===== src/rtl/cnt_sched.sv =====
// Round-robin scheduler sharing one up-counter among NREQ requesters.
// Each grant runs the counter from 0 to the winner's captured length, then pulses done.
module cnt_sched #(
   parameter int NREQ = 4,
   parameter int CW   = 8
) (
   input  logic               clk,
   input  logic               rst_b,
   input  logic [NREQ-1:0]    req,
   input  logic [NREQ*CW-1:0] len,
   input  logic               abort,
   output logic [NREQ-1:0]    gnt,
   output logic [NREQ-1:0]    done,
   output logic               busy,
   output logic [CW-1:0]      cnt_val
);

   localparam int unsigned NR = NREQ;
   localparam int          IW = (NREQ > 1) ? $clog2(NREQ) : 1;

   typedef enum logic [1:0] {
      IDLE = 2'd0,
      RUN  = 2'd1,
      DONE = 2'd2
   } state_t;

   state_t          state_q, state_d;
   logic [NREQ-1:0] gnt_q, gnt_d;
   logic [NREQ-1:0] done_q, done_d;
   logic [CW-1:0]   cnt_q, cnt_d;
   logic [CW-1:0]   len_q, len_d;
   logic [IW-1:0]   rr_q, rr_d;
   logic [IW-1:0]   win_q, win_d;

   logic            hit_hi, hit_any;
   logic [IW-1:0]   sel_hi, sel_any, arb_win, win_inc;
   logic [CW-1:0]   arb_len;
   logic [NREQ-1:0] arb_onehot;
   logic            term, cancel;

   // First requester at or above rr_q wins; otherwise the lowest requester (wrap).
   always_comb begin
      hit_hi     = 1'b0;
      hit_any    = 1'b0;
      sel_hi     = '0;
      sel_any    = '0;
      arb_len    = '0;
      arb_onehot = '0;
      for (int unsigned i = 0; i < NR; i++) begin
         if (req[i] && !hit_hi && (IW'(i) >= rr_q)) begin
            hit_hi = 1'b1;
            sel_hi = IW'(i);
         end
         if (req[i] && !hit_any) begin
            hit_any = 1'b1;
            sel_any = IW'(i);
         end
      end
      arb_win = hit_hi ? sel_hi : sel_any;
      for (int unsigned i = 0; i < NR; i++) begin
         if (IW'(i) == arb_win) begin
            arb_len       = len[i*CW +: CW];
            arb_onehot[i] = 1'b1;
         end
      end
   end

   // gnt_q is the winner's one-hot during RUN, so it doubles as the req monitor mask.
   always_comb begin
      win_inc = (win_q == IW'(NR - 1)) ? '0 : win_q + IW'(1);
      term    = (cnt_q == len_q);
      cancel  = abort || !(|(req & gnt_q));
   end

   always_comb begin
      state_d = state_q;
      gnt_d   = gnt_q;
      done_d  = '0;
      cnt_d   = cnt_q;
      len_d   = len_q;
      rr_d    = rr_q;
      win_d   = win_q;
      case (state_q)
         IDLE: begin
            cnt_d = '0;
            gnt_d = '0;
            if (|req) begin
               state_d = RUN;
               gnt_d   = arb_onehot;
               len_d   = arb_len;
               win_d   = arb_win;
            end
         end
         RUN: begin
            if (cancel) begin
               state_d = IDLE;
               gnt_d   = '0;
               cnt_d   = '0;
               rr_d    = win_inc;
            end else if (term) begin
               state_d = DONE;
               gnt_d   = '0;
               done_d  = gnt_q;
               rr_d    = win_inc;
            end else begin
               cnt_d = cnt_q + CW'(1);
            end
         end
         DONE: begin
            state_d = IDLE;
            gnt_d   = '0;
            cnt_d   = '0;
         end
         default: begin
            state_d = IDLE;
            gnt_d   = '0;
            cnt_d   = '0;
         end
      endcase
   end

   always_ff @(posedge clk or negedge rst_b) begin
      if (!rst_b) begin
         state_q <= IDLE;
         gnt_q   <= '0;
         done_q  <= '0;
         cnt_q   <= '0;
         len_q   <= '0;
         rr_q    <= '0;
         win_q   <= '0;
      end else begin
         state_q <= state_d;
         gnt_q   <= gnt_d;
         done_q  <= done_d;
         cnt_q   <= cnt_d;
         len_q   <= len_d;
         rr_q    <= rr_d;
         win_q   <= win_d;
      end
   end

   assign gnt     = gnt_q;
   assign done    = done_q;
   assign busy    = (state_q != IDLE);
   assign cnt_val = cnt_q;

endmodule


===== config.mk =====
export PLATFORM = sky130hd
export DESIGN_NAME = cnt_sched
export DESIGN_NICKNAME = d
export VERILOG_FILES = /design/src/rtl/cnt_sched.sv
export SDC_FILE = /design/constraint.sdc
export NUM_CORES = 1
export LEC_CHECK = 0
export BUFFER_PORTS_ARGS = -buffer_cell sky130_fd_sc_hd__buf_2
export CORE_MARGIN = 5
export CORE_UTILIZATION = 55
export DETAILED_ROUTE_END_ITERATION = 6
export PLACE_DENSITY = 0.89
export SLEW_MARGIN = 20
export SYNTH_ARGS = -nofsm -noshare
export SYNTH_HDL_FRONTEND = slang
export SYNTH_SLANG_ARGS = --single-unit

===== constraint.sdc =====
create_clock -name clk -period 3.7 [get_ports clk]
set_clock_uncertainty 0.1 [all_clocks]
set_input_delay 0.74 -clock clk [delete_from_list [all_inputs] [get_ports clk]]
set_output_delay 0.74 -clock clk [all_outputs]
set_load 0.01 [all_outputs]

-- Word-level counts from Yosys, hierarchy flattened
Cells that the tools add are included.
- add/sub/neg operators: 2
- order comparisons: 4
- eq/ne operators: 9
- muxes and demuxes: 39
- bitwise operators: 1
- reductions and logical operators: 27
- operators with widths (cell ; number):
    2-to-1 mux 8 bit ; 7
    2-to-1 mux 4 bit ; 6
    2-to-1 mux 2 bit ; 11
    2-to-1 mux 1 bit ; 13
    logical AND 1 bit ; 10
    adder 8 x 1 -> 8 bit (second input constant) ; 1
    equality test 8 bit ; 1
    one-hot mux 4 bit (2 select lines) ; 1
    OR reduction 4 bit ; 2
    logical NOT 1 bit ; 7
    inequality test 3 bit (second input constant) ; 2
    AND reduction 2 bit ; 3
    AND 4 bit ; 1
    equality test 2 bit (first input constant) ; 2
    greater-or-equal comparator 1 x 2 -> 1 bit (first input constant) ; 2
    greater-or-equal comparator 2 bit (first input constant) ; 2
    logical NOT 2 bit ; 2
    one-hot mux 2 bit (2 select lines) ; 1
    nonzero test 2 bit ; 2
    adder 2 x 1 -> 2 bit (second input constant) ; 1
    equality test 1 x 2 -> 1 bit (first input constant) ; 1
    equality test 2 x 1 -> 1 bit (second input constant) ; 1
    equality test 2 bit (second input constant) ; 1
    inequality test 2 bit (second input constant) ; 1
    logical OR 1 bit ; 1
- bits in registers: 30
- input port bits: 39
- output and inout port bits: 17

-- Longest topological paths before layout
- word-level depth: 21
- mapped depth: 7
- mapped depth without buffers: 5

-- Worst setup path before layout
OpenSTA, ideal clock, no wires.
- path type: input to register
- from: input req[1]
- to: register len_q[5]
- arrival: 1952 ps
- data required time: 3472 ps
- slack: 1520 ps
- cell stages on the path: 5
- cell sequence: mux2i_1 a221oi_4 mux2_1 a221oi_1 o21ai_1
- longest elaborated chain between the ends: 17
- elaborated cells between the ends (all ways): 35
- those cells by class: eq/ne: 3; mux: 16; reduce/logical: 16
- RTL lines (element ; line ; source):
    from (decl) ; 9 ; input logic [NREQ-1:0] req,
    logical AND 1 bit (2 in a row) ; 50 ; if (req[i] && !hit_hi && (IW'(i) >= rr_q)) begin
    2-to-1 mux 1 bit ; 50 ;
    logical NOT 1 bit ; 50 ;
    logical AND 1 bit (2 in a row) ; 50 ;
    2-to-1 mux 1 bit ; 50 ;
    logical NOT 1 bit ; 50 ;
    logical AND 1 bit (2 in a row) ; 50 ;
    2-to-1 mux 2 bit or 2-to-1 mux 1 bit (tied branches) ; 50 ;
    2-to-1 mux 2 bit ; 59 ; arb_win = hit_hi ? sel_hi : sel_any;
    logical NOT 2 bit ; 61 ; if (IW'(i) == arb_win) begin
    2-to-1 mux 8 bit (4 in a row) ; 61 ;
    to (signal assigned) ; 136 ; len_q <= len_d;
    to (decl) ; 31 ; logic [CW-1:0] len_q, len_d;
Parallel ways exist; a longest one is shown, timed or not.
A chain may end at the register's enable or synchronous reset.

-- Worst setup path in the final report
- from: register rr_q[1]
- to: register len_q[5]
- longest elaborated chain between the ends: 21
- elaborated cells between the ends (all ways): 30
- those cells by class: order compare: 4; eq/ne: 3; mux: 12; reduce/logical: 11
- RTL lines (element ; line ; source):
    from (decl) ; 32 ; logic [IW-1:0] rr_q, rr_d;
    from (signal assigned) ; 137 ; rr_q <= rr_d;
    greater-or-equal comparator 1 x 2 -> 1 bit ; 50 ;
    logical AND 1 bit ; 50 ;
    2-to-1 mux 1 bit ; 50 ;
    logical NOT 1 bit ; 50 ;
    logical AND 1 bit (2 in a row) ; 50 ;
    2-to-1 mux 1 bit ; 50 ;
    logical NOT 1 bit ; 50 ;
    logical AND 1 bit (2 in a row) ; 50 ;
    2-to-1 mux 1 bit ; 50 ;
    logical NOT 1 bit ; 50 ;
    logical AND 1 bit (2 in a row) ; 50 ;
    2-to-1 mux 2 bit or 2-to-1 mux 1 bit (tied branches) ; 50 ;
    2-to-1 mux 2 bit * ; 59 ;
    logical NOT 2 bit ; 61 ;
    2-to-1 mux 8 bit (3 in a row) ; 61 ;
    2-to-1 mux 8 bit * ; 61 ;
Every way passes the cells marked *; elsewhere a longest branch is shown, timed or not.

==> flow_summary.json <==
{
  "worst_path_max_delay_cell": "dfrtp_1",
  "synth_cell_types": 43,
  "start_util": 0.581,
  "nFillCells": 273,
  "period_share": 0.615,
  "fp-row-count": 20,
  "drtPass1Iterations": 4,
  "crit_type": "flip-flop to flip-flop",
  "r2r_start": "rr_q[1]",
  "drc": 0,
  "io_buffers": 55,
  "syn_area_per_cell_um2": 10.1,
  "grt.total_usage": 0.211,
  "cp-start-kind": "flip-flop",
  "htreeDepth": 2,
  "post_route_cells_drive_above_1_share": 0.330,
  "outcome": "finished, final reports clean",
  "critPathLaunch": "rr_q[1]",
  "ir_drop_v": 0.000359,
  "cts_tree": "built",
  "period_minus_slack_ns": 2.27,
  "numCtsBuffers": 5,
  "grt_max_degree": 31,
  "cts_setup_buffers": 0,
  "globalplace.congestion": 0.814,
  "setup_tns_ns": 0,
  "clockBufferDepth": 2,
  "clockRootBuffer": "clkbuf_4",
  "endpoint_kind": "flip-flop",
  "routed_via_density": 5.52,
  "final_util": 0.693,
  "post_cts_resized": 0,
  "cp_data_required_time_ns": 3.81,
  "drt_iter0_markers": 66,
  "io_pins": 56,
  "setup_violations": 0,
  "routed_wl_um": 3990,
  "ys_async_sr_fraction": 1.00,
  "arrival_ns": 2.38,
  "ctsHoldBuffers": 0,
  "syn_to_final_growth_pct": 19.3,
  "antenna_found_initial": 0,
  "hold_class": "input pin to asynchronous set/reset pin",
  "ant_nets": 0,
  "grt_pass1_wl_um": 7220,
  "maxCapViolations": 0,
  "max-slew-margin-rel": 0.330,
  "coreArea_mm2": 0.00310,
  "fmax_mhz": 440,
  "ys_warn_count": 0,
  "finalHoldViolations": 0,
  "p_leak_nw": 1.05,
  "synth_ff_type": "dfrtp_1",
  "rsz0062_at_grt": "no",
  "ys_seq_area_frac": 0.416,
  "dpl.hpwl_um": 3140,
  "antenna_cells": 0,
  "synth_edf_count": 0,
  "synth_nets": 219,
  "die_w_um": 67.3,
  "drv_slew": 0,
  "chipHeight_um": 67.3,
  "cp_slowest_stage_delay_ns": 0.57,
  "grt_pass1_vias": 1629,
  "clk_pin_slew_ns": 0.10,
  "ys_seq_elements": 30,
  "nets": 273,
  "tightest_slew_ns": 1.01,
  "die_area_mm2": 0.00452,
  "syn_area_mm2": 0.00180,
  "grt_overflow": 0,
  "crit_fanout": 11,
  "vias": 1528,
  "p_total_mw": 1.30,
  "syn_inst": 178,
  "insertion_delay_ns": 0.32,
  "cp_cell_sequence": "mux2i_1, a221oi_4, mux2_1, a221oi_1, o21ai_1",
  "dp_worst_setup_slack_ns": 1.20,
  "setup_ws_ns": 1.43,
  "cts_num_sinks": 30,
  "pwr_density_cell_mw_per_mm2": 604,
  "wl_per_cell_um": 14.4
}
[kinds of logic after synthesis]
family,count (synthesis),synth area share
adders and majority gates,2,0.0139
AOI/OAI and AO/OA,51,0.201
buffers and inverters,15,0.0402
DFF,30,0.416
muxes,11,0.0715
xor gates and xnor gates,14,0.0888
and+or+nand+nor,55,0.169
[cells in the mapped netlist, types with 2 or more instances]
master     count  area, um2
xor2_2         5       81.3
a221oi_1       3       26.3
a22oi_1        2       15.0
nand2b_1       3       18.8
buf_4          2       15.0
and2_1         8       50.1
a211oi_1       2       15.0
o21ai_1        4       20.0
inv_1          7       26.3
clkbuf_1       3       11.3
a31oi_1        4       25.0
o2bb2ai_1      2       17.5
a21oi_1       12       60.1
o221ai_1       3       26.3
nand3_1        2       10.0
a21boi_0       2       15.0
nand4_1        3       18.8
mux2i_1        2       20.0
mux2_4         2       30.0
mux2_1         7       78.8
nor2_1        20       75.1
o21ai_0        6       30.0
nand2_1       11       41.3
a21o_1         3       22.5
xnor2_1        6       52.6
ha_1           2       25.0
xor2_1         3       26.3
nor4_4         2       42.5
dfrtp_1       30        751
a22o_1         4       35.0
[routing by layer]
metal  global-route usage  vias up  share of wire
li1                     -      743              -
met1                0.257      723           0.42
met2                0.361       54           0.51
met3               0.0532        8          0.056
met4               0.0785        0          0.018
met5                    0        -              0
[sequential cells by signal (all words and copies together), names as in the netlist]
signal and flops:
done 4, win_q 2, state_q 2, cnt_val 8
len_q 8, gnt 4, rr_q 2
[worst max-delay path, delay by kind of cell (launching register included)]
family | cells | cell delay, ns
muxes | 2 | 0.56
DFF | 1 | 0.57
AOI/OAI and AO/OA | 3 | 0.92
[metrics by stage]
stage	hold WS [ns]	std cells	instance area, um2
2_1_floorplan	0.344	178	1800
3_3_place_gp	0.371	269	2090
3_5_place_dp	0.386	269	2090
4_1_cts	0.339	277	2150
5_1_grt	0.370	277	2150
6_report	0.330	277	2150
[placed cells by master, fill, tap and decap left out, types with 2 or more instances in the layout]
master	Yosys	routed
dfrtp_1	30	30
o221ai_1	3	3
o21ai_0	6	6
a221oi_1	3	3
a211oi_1	2	2
o2bb2ai_1	2	2
nand2_1	11	11
nand2b_1	3	3
a22oi_1	2	2
inv_1	7	7
xor2_2	5	5
o21ai_1	4	4
nor4_4	2	2
buf_2	1	55
a21boi_0	2	2
mux2_1	7	7
nand3_1	2	2
and2_1	8	8
a21oi_1	12	12
clkbuf_4	0	5
a22o_1	4	4
mux2_4	2	2
a31oi_1	4	4
ha_1	2	2
nor2_1	20	20
xnor2_1	6	6
mux2i_1	2	2
a21o_1	3	3
xor2_1	3	3
nand4_1	3	3
[worst paths after layout]
| kind | to | slack, ns | cells after the start |
|---|---|---|---|
| setup / recovery | len_q[5] | 1.43 | 5 |
| hold / removal | gnt[0] | 0.33 | 1 |
| setup reg to reg | len_q[5] | 1.43 | 5 |
| max in group asynchronous | cnt_val[5] | 2.74 | 1 |
| hold reg to reg | win_q[1] | 0.41 | 2 |
| min in group clk | win_q[1] | 0.41 | 2 |
[layout make-up]
class,count,area [um2],area share
clock inverter,2,12.5,0.00582
inverter,7,26.3,0.0122
multi-input combinational,133,980,0.455
timing repair buffer,55,275,0.128
sequential,30,751,0.349
clock buffer,6,51.3,0.0239
tap,44,55.1,0.0256
[report_power, final]
group	leakage [nW]	internal [mW]	switching (mW)
clock network	0.0343	0.0913	0.111
registers	0.390	0.417	0.106
logic	0.628	0.262	0.311
Power figures use the tool's default switching activity.
